**src/rtl/wb_arbiter_pkg.sv**
```systemverilog
// Shared types for the register-file write-port arbiter.
//   wb_params_t    : one register-file write (destination address + data)
//   wb_arb_state_t : arbiter FSM state (pipeline priority / forced drain)
//   wb_arb_entry_t : MCU result FIFO entry; live=0 marks a WAW-killed result
package wb_arbiter_pkg;

    localparam int unsigned ADDR_W = 5;
    localparam int unsigned DATA_W = 32;

    typedef struct packed {
        logic [ADDR_W-1:0] rd_addr;
        logic [DATA_W-1:0] rd_data;
    } wb_params_t;

    typedef enum logic {
        WB_ARB_PIPE  = 1'b0,
        WB_ARB_DRAIN = 1'b1
    } wb_arb_state_t;

    typedef struct packed {
        wb_params_t params;
        logic       live;
    } wb_arb_entry_t;

endpackage

```
**src/rtl/wb_arb_fifo.sv**
```systemverilog
// MCU result FIFO for wb_arbiter.
//   clk, rst        : clock, synchronous active-high reset (empties the FIFO)
//   push/push_entry : write one entry at the tail (ignored when full)
//   pop             : drop the head entry (ignored when empty)
//   kill/kill_addr  : clear live on every stored entry whose rd_addr matches;
//                     the entry pushed in the same cycle is never killed
//   head            : current head entry
//   count/full/empty: occupancy
import wb_arbiter_pkg::*;

module wb_arb_fifo #(
    parameter int unsigned DEPTH = 4
) (
    input  logic                       clk,
    input  logic                       rst,
    input  logic                       push,
    input  wb_arb_entry_t              push_entry,
    input  logic                       pop,
    input  logic                       kill,
    input  logic [ADDR_W-1:0]          kill_addr,
    output wb_arb_entry_t              head,
    output logic [$clog2(DEPTH):0]     count,
    output logic                       full,
    output logic                       empty
);

    localparam int unsigned PW = $clog2(DEPTH);
    localparam int unsigned CW = PW + 1;

    wb_arb_entry_t   mem_q [DEPTH];
    wb_arb_entry_t   mem_d [DEPTH];
    logic [PW-1:0]   rd_ptr_q, rd_ptr_d;
    logic [PW-1:0]   wr_ptr_q, wr_ptr_d;
    logic [CW-1:0]   count_q, count_d;
    logic            do_push, do_pop;

    assign full    = (count_q == CW'(DEPTH));
    assign empty   = (count_q == '0);
    assign count   = count_q;
    assign head    = mem_q[rd_ptr_q];
    assign do_push = push && !full;
    assign do_pop  = pop && !empty;

    always_comb begin
        mem_d = mem_q;
        // Kill is applied to stored slots first, so the slot written by a
        // simultaneous push keeps its live bit.
        for (int unsigned i = 0; i < DEPTH; i++) begin
            if (kill && mem_q[i].params.rd_addr == kill_addr) begin
                mem_d[i].live = 1'b0;
            end
        end
        if (do_push) begin
            mem_d[wr_ptr_q] = push_entry;
        end
        rd_ptr_d = rd_ptr_q + PW'(do_pop);
        wr_ptr_d = wr_ptr_q + PW'(do_push);
        count_d  = count_q + CW'(do_push) - CW'(do_pop);
    end

    always_ff @(posedge clk) begin
        if (rst) begin
            rd_ptr_q <= '0;
            wr_ptr_q <= '0;
            count_q  <= '0;
        end else begin
            rd_ptr_q <= rd_ptr_d;
            wr_ptr_q <= wr_ptr_d;
            count_q  <= count_d;
        end
    end

    // Storage needs no reset: count=0 makes every slot unreachable.
    always_ff @(posedge clk) begin
        mem_q <= mem_d;
    end

endmodule

```
**src/rtl/wb_arbiter.sv**
```systemverilog
// Register-file write-port arbiter between the pipeline WB stage and
// buffered multi-cycle-unit (MCU) completions.
//   clk, rst              : clock, synchronous active-high reset
//   wb_valid, wb_params   : pipeline write request (re-presented while stalled)
//   mcu_valid, mcu_params : MCU result; accepted when mcu_ready
//   mcu_ready             : FIFO not full
//   stall                 : freezes the pipeline while the FIFO drains
//   rf_we/rf_waddr/rf_wdata : write port (address/data are 0 when rf_we=0)
//   pending               : FIFO non-empty
// Optional macro WB_ARB_STARVE_EN: adds the starve counter that forces a
// drain after a live head has waited STARVE_LIMIT cycles.
import wb_arbiter_pkg::*;

module wb_arbiter #(
    parameter int unsigned DEPTH        = 4,
    parameter int unsigned STARVE_LIMIT = 8
) (
    input  logic              clk,
    input  logic              rst,
    input  logic              wb_valid,
    input  wb_params_t        wb_params,
    input  logic              mcu_valid,
    input  wb_params_t        mcu_params,
    output logic              mcu_ready,
    output logic              stall,
    output logic              rf_we,
    output logic [ADDR_W-1:0] rf_waddr,
    output logic [DATA_W-1:0] rf_wdata,
    output logic              pending
);

    localparam int unsigned CW = $clog2(DEPTH) + 1;

    if (DEPTH < 2 || (DEPTH & (DEPTH - 1)) != 0 || STARVE_LIMIT < 1) begin : g_param_check
        $error("wb_arbiter: DEPTH must be a power of two >= 2 and STARVE_LIMIT >= 1");
    end

    wb_arb_state_t state_q, state_d;
    wb_arb_entry_t head, push_entry;
    logic [CW-1:0] count, count_next;
    logic          full, empty;
    logic          push, pop, kill;
    logic          starve_hit;

    wb_arb_fifo #(.DEPTH(DEPTH)) u_fifo (
        .clk        (clk),
        .rst        (rst),
        .push       (push),
        .push_entry (push_entry),
        .pop        (pop),
        .kill       (kill),
        .kill_addr  (wb_params.rd_addr),
        .head       (head),
        .count      (count),
        .full       (full),
        .empty      (empty)
    );

    always_comb begin
        push_entry = '{params: mcu_params, live: 1'b1};
        mcu_ready  = !rst && !full;
        pending    = !rst && !empty;
        push       = mcu_valid && mcu_ready;
        stall      = 1'b0;
        pop        = 1'b0;
        kill       = 1'b0;
        rf_we      = 1'b0;
        rf_waddr   = '0;
        rf_wdata   = '0;
        if (!rst) begin
            if (state_q == WB_ARB_DRAIN) begin
                stall = 1'b1;
                pop   = !empty;
                if (!empty && head.live) begin
                    rf_we    = 1'b1;
                    rf_waddr = head.params.rd_addr;
                    rf_wdata = head.params.rd_data;
                end
            end else begin
                kill = wb_valid;
                if (wb_valid) begin
                    rf_we    = 1'b1;
                    rf_waddr = wb_params.rd_addr;
                    rf_wdata = wb_params.rd_data;
                end else if (!empty && head.live) begin
                    rf_we    = 1'b1;
                    rf_waddr = head.params.rd_addr;
                    rf_wdata = head.params.rd_data;
                end
                // Dead heads never need the port, so they are dropped at once.
                pop = !empty && (!head.live || !wb_valid);
            end
        end
        count_next = count + CW'(push) - CW'(pop);
    end

`ifdef WB_ARB_STARVE_EN
    localparam int unsigned SW = $clog2(STARVE_LIMIT + 1);

    logic [SW-1:0] starve_q, starve_d;

    always_comb begin
        starve_d = starve_q;
        if (empty || pop) begin
            starve_d = '0;
        end else if (head.live && starve_q != SW'(STARVE_LIMIT)) begin
            starve_d = starve_q + SW'(1);
        end
        starve_hit = (starve_d == SW'(STARVE_LIMIT));
    end

    always_ff @(posedge clk) begin
        if (rst) begin
            starve_q <= '0;
        end else begin
            starve_q <= starve_d;
        end
    end
`else
    assign starve_hit = 1'b0;
`endif

    always_comb begin
        state_d = state_q;
        case (state_q)
            WB_ARB_PIPE: begin
                if (count_next == CW'(DEPTH) || starve_hit) begin
                    state_d = WB_ARB_DRAIN;
                end
            end
            WB_ARB_DRAIN: begin
                if (count_next == '0) begin
                    state_d = WB_ARB_PIPE;
                end
            end
            default: state_d = WB_ARB_PIPE;
        endcase
    end

    always_ff @(posedge clk) begin
        if (rst) begin
            state_q <= WB_ARB_PIPE;
        end else begin
            state_q <= state_d;
        end
    end

endmodule

```
**config.mk**
```make
export PLATFORM = sky130hd
export DESIGN_NAME = wb_arbiter
export DESIGN_NICKNAME = d
export VERILOG_FILES = /design/src/rtl/wb_arbiter_pkg.sv /design/src/rtl/wb_arb_fifo.sv /design/src/rtl/wb_arbiter.sv
export SDC_FILE = /design/constraint.sdc
export NUM_CORES = 1
export LEC_CHECK = 0
export CAP_MARGIN = 20
export CORE_MARGIN = 4
export CORE_UTILIZATION = 48
export DETAILED_ROUTE_END_ITERATION = 10
export PLACE_DENSITY = 0.76
export REMOVE_ABC_BUFFERS = 1
export SYNTH_ARGS = -nofsm -noshare
export SYNTH_HDL_FRONTEND = slang
export SYNTH_SLANG_ARGS = --single-unit
```
**constraint.sdc**
```tcl
create_clock -name clk -period 4.54 [get_ports clk]
set_input_delay 0.454 -clock clk [delete_from_list [all_inputs] [get_ports clk]]
set_output_delay 0.454 -clock clk [all_outputs]
set_load 0.01 [all_outputs]
```
==> impl_results.md <==
- Highest fanout seen on the critical path: 20
- Share of flip-flops with an asynchronous set or reset after synthesis: 0%
- Total negative slack: 0 ns
- Vias: slightly above 4000
- Combinational group share of total power: 27.4%
- RSZ-0062 raised after global routing: no
- CTS tree: built
- DRT iter0 DRCs: 291
- Crit end category: output pin
- Area of the die: 16400 µm²
- Launch point of the worst reg-to-reg path: u_fifo.rd_ptr_q[0]
- Clk sinks: 160
- Height of the die: 128 µm
- Setup Viol. Count Final: 0
- Number of warnings printed during yosys synthesis: 0
- Number of H-tree branching levels: 4
- Post-synthesis sequential area ratio: 67.8%
- Clock-pin slew on the worst setup and hold paths: about 0.06 ns
- Remaining DRCs: 0
- Share of the clock period used by the worst path after layout: 75.6%
- Area after detailed placement: 8250 µm²
- Number of iterations in the first detailed-routing pass: 4
- Average via count per standard cell: 5.50
- Number of antenna cells inserted: 0
- Quantity of gates resized following cts: 0
- Max-Slew Margin vs Limit: 28.0%
- Longest individual stage delay on the worst path: approximately 0.59 ns
- Portion of total power attributed to sequential cells: around two fifths
- Detail Placement HPWL: 8930 µm
- Number of antenna-violating nets in the routed design: 0
- Hold Path Class: primary input to flop
- Number of distinct library cells after synthesis: 33
- Setup crit start: u_fifo.count[1]
- CP top delay family: simple AND/OR/NAND/NOR gates
- First-pass GRT wire length: 22700 µm
- Register cell area after layout: ~4700 µm²
- Starting density of the core: 49.4%
- Worst reg2reg setup slack: ~1.9 ns
- Number of antenna violations at the first check in global routing: 0
- Wire length per cell after detailed routing: 19.5 µm
- I/O pin cnt: ~120
- Share of post-route cells with drive strength above 1: 15.0%
- Total routed wirelength: about 14000 µm
- Cells after Synth: approximately 430
- Die boundary width: 128 µm
- Power density relative to cell area: 483 nW/µm²
- Area share of the largest cell type after synthesis: 64.3%
- Post-route cell area: 8810 µm²
- Global-route congestion overflow total: 0
- Fmax: approximately 290 MHz
- Count leader, synth: sky130_fd_sc_hd__edfxtp_1
- CP Capture Point: rf_wdata[27]
- Proportion of power drawn by the clock network: 31.4%
- Buffer and inverter count on the worst path: 2
- Final core area utilization: between 60 and 70%
- Proportion of total power due to net switching: between 20 and 30%
- R2r worst-path depth: 9
- Count of hold-fix buffers inserted at cts: 0
- Total of max-cap violations: 0
- EDFF count, synth: between 100 and 150
- Internal: 3.10 mW
- Via count of the first global-routing pass: approximately 4400
- Number of fill cells in the layout: 1036
- Arrival time of data at the critical path endpoint: 2.98 ns
- Final hold vios: 0
- Worst Skew: 0.0112 ns
- Largest net degree at the start of global routing: 53
- Leading cell types by count after synthesis: 148 x sky130_fd_sc_hd__edfxtp_1, 43 x sky130_fd_sc_hd__inv_1, 40 x sky130_fd_sc_hd__nand2_1
- Synthesis-to-finish area growth: 27.5%
- Area used by multi-input combinational logic: roughly 1900 µm²
- Start-to-end type of the worst setup path: flop to output pin
- Maximum VDD drop: between 0.2 and 0.3 mV
- Static leakage: 2.99 nW
- Maximum root-to-sink buffer count: 2
- Critical path startpoint category: flop
- Final GP Congestion: 0.722
- Layout Nets: around 620
- Post-synth design cell area: 6910 µm²
- Dominant register cell in the synthesized netlist: sky130_fd_sc_hd__edfxtp_1
- Clock buffers created by TritonCTS: 17
- Critical Path, Cell by Cell: nor3_1 -> nor2_1 -> nand2_1 -> buf_4 -> o32ai_1 -> clkdlybuf4s50_1
- Mapped Avg Cell Area: 16.3 µm²
- Clock Latency Late Sink: around 0.42 ns
- Biggest area contributors in the synthesized netlist: sky130_fd_sc_hd__edfxtp_1 64%, sky130_fd_sc_hd__mux4_2 12%, sky130_fd_sc_hd__o32ai_1 4.7%, sky130_fd_sc_hd__dfxtp_1 3.5%, sky130_fd_sc_hd__inv_1 2.3%
- FP Rows: 43
- Gr usage total: 18.3%
- Cell with the biggest individual delay on the critical path: sky130_fd_sc_hd__nand2_1
- Data required time at the worst endpoint: 4.09 ns
- Number of slew-limit violations in the final report: 0
- Core Area: ~14000 µm²
- Hold slack: around 0.45 ns
- Result of the run: finished, final reports clean
- Slew at the pin with the worst max-slew slack: 1.08 ns
- Shortest clock period the worst path allows after layout: 3.43 ns
- Count of buffers added by post-CTS timing repair for setup: 0
- Switching pwr: between 1 and 1.5 mW
- Port buffer count: 118
- Path length in cells of the critical path: 6
- Count of state elements after synthesis: 160
- Cell type with the largest total area after synthesis: sky130_fd_sc_hd__edfxtp_1
- CTS root buf: sky130_fd_sc_hd__clkbuf_16
## worst min-delay path by stage
stage / start / endpoint / slack [ns] / cells past startpoint
final: rst / u_fifo.rd_ptr_q[1] / 0.45 / 4
after global placement: u_fifo.mem_q[114] / u_fifo.mem_q[114] / 0.46 / 2
after global routing: rst / u_fifo.rd_ptr_q[1] / 0.48 / 4
after floorplan: u_fifo.mem_q[114] / u_fifo.mem_q[114] / 0.43 / 2
after detailed placement: u_fifo.mem_q[114] / u_fifo.mem_q[114] / 0.47 / 2
after CTS: rst / u_fifo.rd_ptr_q[1] / 0.44 / 4
## placed cells by master, fill, tap and decap left out, drive strengths merged, types with 6 or more instances in the layout
cell and count:
edfxtp 148, inv 44, clkdlybuf4s50 117, o32ai 37
nor2 9, clkbuf 20, xnor2 10, clkinv 6
buf 10, nand2 40, dfxtp 12, xor2 15
mux4 38
## power by group through the flow
stage          Sequential [mW]  Clock, mW  Combinational [mW]
2_1_floorplan             1.84          0               0.648
3_3_place_gp              1.77          0                1.15
3_5_place_dp              1.78          0                1.17
4_1_cts                   1.75       1.36                1.19
5_1_grt                   1.76       1.44                1.28
6_report                  1.75       1.34                1.16
## registers in the layout, indices dropped and copies added (netlist names), named ones only
signal / cells
u_fifo.count: 3
u_fifo.mem_q: 152
u_fifo.rd_ptr_q: 2
u_fifo.wr_ptr_q: 2
## metal layers
| layer | wire length [µm] | global-route usage [%] | up-vias | part of all wire (%) |
|---|---|---|---|---|
| met5 | 0 | 0 | - | 0 |
| met4 | 168 | 7.05 | 0 | 1.2 |
| met3 | 915 | 5.21 | 15 | 6.4 |
| met2 | 7360 | 30.5 | 134 | 52 |
| met1 | 5830 | 22.9 | 2005 | 41 |
| li1 | - | - | 1869 | - |
## worst reg2reg max path: stages (launching register included)
cell and delay [ns]:
sky130_fd_sc_hd__dfxtp_2 0.33, sky130_fd_sc_hd__mux4_2 0.55, sky130_fd_sc_hd__a211oi_4 0.30, sky130_fd_sc_hd__ha_1 0.29
sky130_fd_sc_hd__inv_1 0.07, sky130_fd_sc_hd__ha_1 0.16, sky130_fd_sc_hd__fa_1 0.41, sky130_fd_sc_hd__nor2_1 0.17
sky130_fd_sc_hd__nor2_1 0.07, sky130_fd_sc_hd__a211oi_1 0.20
## area by class of cell
type / count / share of cell area [%]
clock inverter: 12 / 1.34
inverter: 43 / 1.83
tap: 180 / 2.56
multi-input combinational: 190 / 22.0
clock buffer: 20 / 4.96
sequential: 160 / 53.2
timing repair buffer: 127 / 14.1
## stage by stage
stage	setup WS [ns]	instances	total power, mW
2_1_floorplan	0.371	393	2.49
3_3_place_gp	1.26	700	2.93
3_5_place_dp	1.21	700	2.96
4_1_cts	1.05	732	4.30
5_1_grt	0.840	732	4.48
6_report	1.11	732	4.25
## kinds of logic after synthesis
| group | synth area share (%) |
|---|---|
| flip-flops | 67.8 |
| buffers and inverters | 4.44 |
| AND/OR/NAND/NOR | 4.45 |
| AO/OA/AOI/OAI | 6.17 |
| multiplexers | 12.7 |
| XOR/XNOR | 3.17 |
| adder cells (fa/ha/maj) | 1.30 |
No activity file was read; power rests on OpenSTA's default activity.
